--- config.mk ---
export PLATFORM = sky130hd
export DESIGN_NAME = lcd_msg_scheduler_flat
export DESIGN_NICKNAME = d
export VERILOG_FILES = /design/src/rtl/lcd_msg_scheduler_pkg.sv /design/src/rtl/lcd_msg_scheduler_if.sv /design/src/rtl/lcd_msg_scheduler_arbiter.sv /design/src/rtl/lcd_msg_scheduler.sv /design/src/flat_wrapper.sv
export SDC_FILE = /design/constraint.sdc
export NUM_CORES = 1
export LEC_CHECK = 0
export CORE_MARGIN = 4
export CORE_UTILIZATION = 57
export DETAILED_ROUTE_END_ITERATION = 7
export GPL_TIMING_DRIVEN = 0
export PLACE_DENSITY = 0.87
export SLEW_MARGIN = 10
export SYNTH_ARGS = -nofsm -noshare
export SYNTH_HDL_FRONTEND = slang
export SYNTH_SLANG_ARGS = --single-unit
--- constraint.sdc ---
create_clock -name clk_1mhz -period 8.9 [get_ports clk_1mhz]
set_clock_uncertainty 0.2 [all_clocks]
set_input_delay 1.335 -clock clk_1mhz [delete_from_list [all_inputs] [get_ports clk_1mhz]]
set_output_delay 1.335 -clock clk_1mhz [all_outputs]
set_load 0.01 [all_outputs]
--- src/rtl/lcd_msg_scheduler_pkg.sv ---
// rtl/lcd_msg_scheduler_pkg.sv - LCD command codes, line geometry and scheduler state encoding
package lcd_msg_scheduler_pkg;

  localparam logic [7:0] LCD_CMD_LINE1 = 8'h80;
  localparam logic [7:0] LCD_CMD_LINE2 = 8'hC0;
  localparam int         LCD_CHARS     = 16;

  typedef enum logic [2:0] {
    S_IDLE,
    S_GRANT,
    S_ADDR,
    S_CHAR,
    S_DONE
  } state_t;

  // char0 sits in the most significant byte of the 128-bit line image
  function automatic logic [7:0] lcd_char_at(input logic [127:0] text, input logic [3:0] idx);
    return text[8*(LCD_CHARS-1-int'(idx)) +: 8];
  endfunction

  function automatic logic [7:0] lcd_line_cmd(input logic line);
    return line ? LCD_CMD_LINE2 : LCD_CMD_LINE1;
  endfunction

endpackage

--- src/rtl/lcd_msg_scheduler_if.sv ---
// rtl/lcd_msg_scheduler_if.sv - byte handshake between the scheduler and the LCD byte writer
interface lcd_msg_scheduler_if;
  logic       wr_valid;
  logic       wr_rs;
  logic [7:0] wr_byte;
  logic       wr_ready;
  logic       init_done;

  modport master (
    output wr_valid, wr_rs, wr_byte,
    input  wr_ready, init_done
  );

  modport slave (
    input  wr_valid, wr_rs, wr_byte,
    output wr_ready, init_done
  );
endinterface

--- src/rtl/lcd_msg_scheduler_arbiter.sv ---
// rtl/lcd_msg_scheduler_arbiter.sv - requester selection; LCD_SCHED_RR_EN selects round-robin,
// otherwise fixed priority with the lowest index winning
module lcd_req_arbiter
  import lcd_msg_scheduler_pkg::*;
#(
  parameter int N_REQ = 3,
  parameter int IDX_W = $clog2(N_REQ)
) (
  input  logic             clk,
  input  logic             rst,
  input  logic [N_REQ-1:0] i_req,
  input  logic             i_grant,
  output logic             o_valid,
  output logic [IDX_W-1:0] o_idx
);

  assign o_valid = |i_req;

`ifdef LCD_SCHED_RR_EN
  logic [IDX_W-1:0] r_ptr;

  // Scan from the far end so the requester closest to the pointer is assigned last
  always_comb begin
    o_idx = '0;
    for (int i = N_REQ-1; i >= 0; i--) begin
      int k;
      k = int'(r_ptr) + i;
      if (k >= N_REQ) k = k - N_REQ;
      if (i_req[k[IDX_W-1:0]]) o_idx = k[IDX_W-1:0];
    end
  end

  always_ff @(posedge clk) begin
    if (rst) begin
      r_ptr <= '0;
    end else if (i_grant) begin
      r_ptr <= (int'(o_idx) == N_REQ-1) ? '0 : o_idx + 1'b1;
    end
  end
`else
  always_comb begin
    o_idx = '0;
    for (int i = N_REQ-1; i >= 0; i--) begin
      if (i_req[i]) o_idx = IDX_W'(i);
    end
  end

  logic w_unused;
  assign w_unused = ^{clk, rst, i_grant};
`endif

endmodule

--- src/rtl/lcd_msg_scheduler.sv ---
// rtl/lcd_msg_scheduler.sv - arbitrates whole-line LCD messages and streams address + 16 chars,
// skipping lines whose shadow already matches; LCD_SCHED_RR_EN enables round-robin arbitration
module lcd_msg_scheduler
  import lcd_msg_scheduler_pkg::*;
#(
  parameter int N_REQ = 3,
  parameter int IDX_W = $clog2(N_REQ)
) (
  input  logic                 clk_1mhz,
  input  logic                 rst,
  input  logic [N_REQ-1:0]     i_req,
  input  logic [N_REQ-1:0]     i_req_line,
  input  logic [N_REQ*128-1:0] i_req_text,
  output logic [N_REQ-1:0]     o_grant,
  output logic [N_REQ-1:0]     o_done,
  output logic                 o_busy,
  lcd_msg_scheduler_if.master  bus
);

  localparam logic [N_REQ-1:0] ONE_HOT0 = N_REQ'(1);

  state_t           r_state;
  logic [3:0]       r_idx;
  logic [IDX_W-1:0] r_win;
  logic             r_line;
  logic [127:0]     r_text;
  logic [127:0]     r_shadow [2];
  logic [1:0]       r_shadow_vld;
  logic [N_REQ-1:0] r_grant;
  logic [N_REQ-1:0] r_done;
  logic             r_wr_valid;
  logic             r_wr_rs;
  logic [7:0]       r_wr_byte;
  logic             r_busy;

  state_t           w_state_nxt;
  logic [3:0]       w_idx_nxt;
  logic [N_REQ-1:0] w_grant_nxt;
  logic [N_REQ-1:0] w_done_nxt;
  logic             w_wr_valid_nxt;
  logic             w_wr_rs_nxt;
  logic [7:0]       w_wr_byte_nxt;
  logic             w_latch;
  logic             w_shadow_wr;
  logic             w_xfer;
  logic             w_dup;
  logic             w_arb_valid;
  logic [IDX_W-1:0] w_arb_idx;

  lcd_req_arbiter #(
    .N_REQ (N_REQ),
    .IDX_W (IDX_W)
  ) u_arb (
    .clk     (clk_1mhz),
    .rst     (rst),
    .i_req   (i_req),
    .i_grant (w_latch),
    .o_valid (w_arb_valid),
    .o_idx   (w_arb_idx)
  );

  assign w_xfer = r_wr_valid && bus.wr_ready;
  assign w_dup  = r_shadow_vld[r_line] && (r_shadow[r_line] == r_text);

  // Outputs are computed for the next state here and registered below
  always_comb begin
    w_state_nxt    = r_state;
    w_idx_nxt      = r_idx;
    w_grant_nxt    = '0;
    w_done_nxt     = '0;
    w_wr_valid_nxt = 1'b0;
    w_wr_rs_nxt    = r_wr_rs;
    w_wr_byte_nxt  = r_wr_byte;
    w_latch        = 1'b0;
    w_shadow_wr    = 1'b0;
    case (r_state)
      S_IDLE: begin
        if (bus.init_done && w_arb_valid) begin
          w_state_nxt = S_GRANT;
          w_latch     = 1'b1;
          w_grant_nxt = ONE_HOT0 << w_arb_idx;
        end
      end
      S_GRANT: begin
        if (w_dup) begin
          w_state_nxt = S_DONE;
          w_done_nxt  = ONE_HOT0 << r_win;
        end else begin
          w_state_nxt    = S_ADDR;
          w_wr_valid_nxt = 1'b1;
          w_wr_rs_nxt    = 1'b0;
          w_wr_byte_nxt  = lcd_line_cmd(r_line);
        end
      end
      S_ADDR: begin
        w_wr_valid_nxt = 1'b1;
        if (w_xfer) begin
          w_state_nxt   = S_CHAR;
          w_idx_nxt     = '0;
          w_wr_rs_nxt   = 1'b1;
          w_wr_byte_nxt = lcd_char_at(r_text, 4'd0);
        end
      end
      S_CHAR: begin
        w_wr_valid_nxt = 1'b1;
        if (w_xfer) begin
          if (r_idx == 4'(LCD_CHARS-1)) begin
            w_state_nxt    = S_DONE;
            w_wr_valid_nxt = 1'b0;
            w_shadow_wr    = 1'b1;
            w_done_nxt     = ONE_HOT0 << r_win;
          end else begin
            w_idx_nxt     = r_idx + 4'd1;
            w_wr_byte_nxt = lcd_char_at(r_text, r_idx + 4'd1);
          end
        end
      end
      S_DONE: begin
        w_state_nxt = S_IDLE;
      end
      default: begin
        w_state_nxt = S_IDLE;
      end
    endcase
  end

  always_ff @(posedge clk_1mhz) begin
    if (rst) begin
      r_state      <= S_IDLE;
      r_idx        <= '0;
      r_win        <= '0;
      r_line       <= 1'b0;
      r_text       <= '0;
      r_shadow[0]  <= '0;
      r_shadow[1]  <= '0;
      r_shadow_vld <= '0;
      r_grant      <= '0;
      r_done       <= '0;
      r_wr_valid   <= 1'b0;
      r_wr_rs      <= 1'b0;
      r_wr_byte    <= '0;
      r_busy       <= 1'b0;
    end else begin
      r_state    <= w_state_nxt;
      r_idx      <= w_idx_nxt;
      r_grant    <= w_grant_nxt;
      r_done     <= w_done_nxt;
      r_wr_valid <= w_wr_valid_nxt;
      r_wr_rs    <= w_wr_rs_nxt;
      r_wr_byte  <= w_wr_byte_nxt;
      r_busy     <= (w_state_nxt != S_IDLE);
      if (w_latch) begin
        r_win  <= w_arb_idx;
        r_line <= i_req_line[w_arb_idx];
        r_text <= i_req_text[int'(w_arb_idx)*128 +: 128];
      end
      if (w_shadow_wr) begin
        r_shadow[r_line]     <= r_text;
        r_shadow_vld[r_line] <= 1'b1;
      end
    end
  end

  assign o_grant      = r_grant;
  assign o_done       = r_done;
  assign o_busy       = r_busy;
  assign bus.wr_valid = r_wr_valid;
  assign bus.wr_rs    = r_wr_rs;
  assign bus.wr_byte  = r_wr_byte;

endmodule
--- src/flat_wrapper.sv ---
// flat-port wrapper written by rule: the top's interface ports become plain ports
module lcd_msg_scheduler_flat import lcd_msg_scheduler_pkg::*;
#(
  parameter int N_REQ = 3,
  parameter int IDX_W = $clog2(N_REQ)
)
  (clk_1mhz, rst, i_req, i_req_line, i_req_text, o_grant, o_done, o_busy, bus_wr_valid, bus_wr_rs, bus_wr_byte, bus_wr_ready, bus_init_done);
  lcd_msg_scheduler_if bus_i ();
  input  logic clk_1mhz;
  input  logic rst;
  input  logic [N_REQ-1:0] i_req;
  input  logic [N_REQ-1:0] i_req_line;
  input  logic [N_REQ*128-1:0] i_req_text;
  output logic [N_REQ-1:0] o_grant;
  output logic [N_REQ-1:0] o_done;
  output logic o_busy;
  output wire logic [$bits(bus_i.wr_valid)-1:0] bus_wr_valid;
  output wire logic [$bits(bus_i.wr_rs)-1:0] bus_wr_rs;
  output wire logic [$bits(bus_i.wr_byte)-1:0] bus_wr_byte;
  input wire logic [$bits(bus_i.wr_ready)-1:0] bus_wr_ready;
  input wire logic [$bits(bus_i.init_done)-1:0] bus_init_done;
  assign bus_wr_valid = bus_i.wr_valid;
  assign bus_wr_rs = bus_i.wr_rs;
  assign bus_wr_byte = bus_i.wr_byte;
  assign bus_i.wr_ready = bus_wr_ready;
  assign bus_i.init_done = bus_init_done;
  lcd_msg_scheduler #(.N_REQ(N_REQ), .IDX_W(IDX_W)) u_core (.clk_1mhz(clk_1mhz), .rst(rst), .i_req(i_req), .i_req_line(i_req_line), .i_req_text(i_req_text), .o_grant(o_grant), .o_done(o_done), .o_busy(o_busy), .bus(bus_i));
endmodule
==> results.yml <==
run_status:
  outcome: "finished clean"
hold_path:
  holdPathStages: 1
  hold_start: "u_core.r_shadow_vld[1]$_SDFFE_PP0P_"
  hold_path.class: "reg -> reg"
  whs_endpoint: "u_core.r_shadow_vld[1]$_SDFFE_PP0P_"
drt:
  first_iter_violations: 2073
  drtPass1Iterations: 6
  wl_met1_mm: 28.8
  drc: 0
  wl_met2_mm: 35.9
  routed_wl_mm: 77.8
  dr_total_vias: 17700
  ant_nets: 0
  top_layer_used: "met5"
  via_per_inst: 6.43
  wl_per_cell_um: 28.2
  wl_met3_mm: 9.10
cells_and_area:
  num_antenna_cells: 0
  final_common_cell: "clkdlybuf4s50_1"
  finalNonFillerCells: 2757
  mostFrequentLayoutCells: "clkdlybuf4s50_1, mux2i_1, edfxtp_1"
  nets: 2658
  area_delta_synth_final_pct: 30.2
  final_core_util_pct: 75.9
  fin_area_um2: 27200
  layout-drive-gt1-share_pct: 6.23
global_route:
  grt_pass1_wl_mm: 110
  grt_util_all_layers_pct: 37.6
  antenna_found_initial: 2
  grt_pass1_vias: 17400
  gr-total-overflow: 0
  grt_max_degree: 58
clocking:
  clkLatencyLatePin_ns: 0.55
  cts_post_setup_buffers_inserted: 0
  cts.sinks: 414
  htreeDepth: 2
  root_buffer: "clkbuf_16"
  cts_tree: "built"
  cts_buffers: 43
  cts-resized-gates: 0
  cts_hold_buf: 0
  ctsLongestPathBuffers: 3
  cts.clk_slew.worst_paths_ns: 0.06
timing:
  hold_viol: 0
  period_needed_ns: 4.77
  rsz0062_at_grt: "false"
  setup_viol: 0
  timing.final.crit_share_pct: 53.6
  slew_headroom_pct: 9.73
  tns_ns: 0
  tightest_slew_ns: 1.35
  fin_hold_ws_ns: 0.271
  max_freq_ghz: 0.210
  slew_viol_final: 0
floorplanning:
  die_w_um: 199
  core_area_um2: 35800
  dieHeight_um: 199
  rows: 69
  io_pins: 411
  initial_core_util_pct: 58.3
  fp.dieArea_um2: 39800
flow_run:
  cap_violations: 0
power_and_ir_drop:
  power_density_nw_per_um2: 183
  peakVddDrop_v: 0.000108
  sequentialPowerShare_pct: 45.9
  switchingPower_mw: 1.31
  power.share.clock_pct: 38.5
  internal_power_mw: 3.67
  power_switching_share_pct: 26.3
  p_leak_nw: 9.75
  pwr-share-comb_pct: 15.6
critical_path:
  reg2reg_slack_ns: 4.35
  cp_data_arrival_time_ns: 5.00
  setup.worst_path.start_class: "primary input"
  worstPathRequired_ns: 9.12
  critPathKind: "in -> reg"
  rr_worst_depth: 9
  timing.rr.end: "u_core.bus.wr_byte[2]$_SDFFE_PP0P_"
  path_max_fanout: 10
  crit_path_end_kind: "flip-flop"
  r2r_start: "u_core.r_idx[1]$_SDFFE_PP0P_"
logic_synthesis:
  ys_types: 50
  syn-cell-area_um2: 20900
  synth_nets: 2199
  ys_warn_count: 0
  ys_ff_latch: 414
  ys_top_cells_by_area: "edfxtp_1, dfxtp_1, mux2i_1"
  yosysSeqAreaShare_pct: 51.9
  async_flop_share_pct: 0
  synth_edf_count: 256
  synth_cells: 1804
  syn_avg_cell_area_um2: 11.6
  synth_top_cell_area_share_pct: 36.8
  synth_flop_cell: "edfxtp_1"
  synth_top_area_cell: "edfxtp_1"
placed_design:
  dp_hpwl_mm: 58.1
  placed_area_um2: 25700
  finalWeightedCongestion: 1.02
  place_inst: 2679
  port_buffers: 409
## metal layers
| layer | up-vias | GRT usage, % |
|---|---|---|
| met4 | 2 | 15.6 |
| li1 | 7707 | - |
| met2 | 1182 | 60.5 |
| met1 | 8608 | 50.0 |
| met5 | - | 0 |
| met3 | 222 | 8.21 |
## cell usage after synthesis (7+ instances only)
cell type	instances
a211oi_2	7
a21oi_1	22
a22o_1	135
and2_1	134
and3_1	133
buf_4	7
clkbuf_1	122
dfxtp_1	158
edfxtp_1	256
mux2i_1	269
mux4_2	33
nand2_1	145
nand4_1	9
nor2_1	18
nor3_1	12
nor4_1	25
o21ai_0	130
o22ai_1	17
o2bb2ai_1	15
xnor2_1	79
## how the worst max path moves through the flow
stage	from	slack, ns	to	cells after the start
2_1_floorplan	bus_wr_ready	4.29	u_core.r_shadow[0][0]$_SDFFCE_PN0P_	5
6_report	bus_init_done	4.13	u_core.r_line$_SDFFE_PP0P_	8
5_1_grt	bus_init_done	4.14	flip-flop	8
4_1_cts	bus_init_done	4.22	flip-flop	8
3_5_place_dp	bus_init_done	3.67	flip-flop	8
3_3_place_gp	bus_wr_ready	2.27	u_core.r_shadow[0][74]$_SDFFCE_PN0P_	6
## cells by family after synthesis
family / count (synthesis) / share of synthesized area, %
simple gates: 502 / 13.2
flops: 414 / 51.9
compound gates: 352 / 11.8
mux: 303 / 16.5
fa+ha+maj: 1 / 0.0599
xor+xnor: 84 / 3.52
buf+inv: 148 / 3.02
## worst max-delay path, cell delays in order
cell	delay [ns]
clkdlybuf4s50_1	0.44
nor4b_1	0.93
nand2b_1	0.40
and2_1	0.28
clkbuf_1	0.23
clkbuf_1	0.62
clkbuf_1	0.40
a22o_1	0.33
## state kept, by name, summed over array words and instances (netlist names), named ones only
register and cells:
u_core.bus.wr_byte 8, u_core.bus.wr_rs 1, u_core.bus.wr_valid 1, u_core.o_busy 1, u_core.o_done 3, u_core.o_grant 3, u_core.r_idx 4, u_core.r_line 1
u_core.r_shadow 256, u_core.r_shadow_vld 2, u_core.r_state 3, u_core.r_text 128, u_core.r_win 2
## power groups by stage
stage	registers [mW]	logic, mW	clock network, mW
6_report	2.29	0.777	1.92
5_1_grt	2.29	0.809	1.99
4_1_cts	2.28	0.761	1.91
3_5_place_dp	2.32	0.755	0
3_3_place_gp	2.32	0.732	0
2_1_floorplan	2.25	0.376	0
## through the flow
stage	total power [mW]	worst slack, ns
global route	5.09	4.14
floorplan	2.63	4.29
finish	4.98	4.13
detailed placement	3.07	3.67
global placement	3.05	2.27
CTS	4.95	4.22
## layout make-up
cell class,count,area (um^2)
multi-input cells,1242,9420
repair buffers,414,4210
flip-flops and latches,414,10900
clock buffers,52,1210
inverters,3,11.3
plain buffers,145,623
fillers,2338,8630
well taps,461,577
clock inverters,26,290
Note: power is estimated with default switching activity, not from simulation.
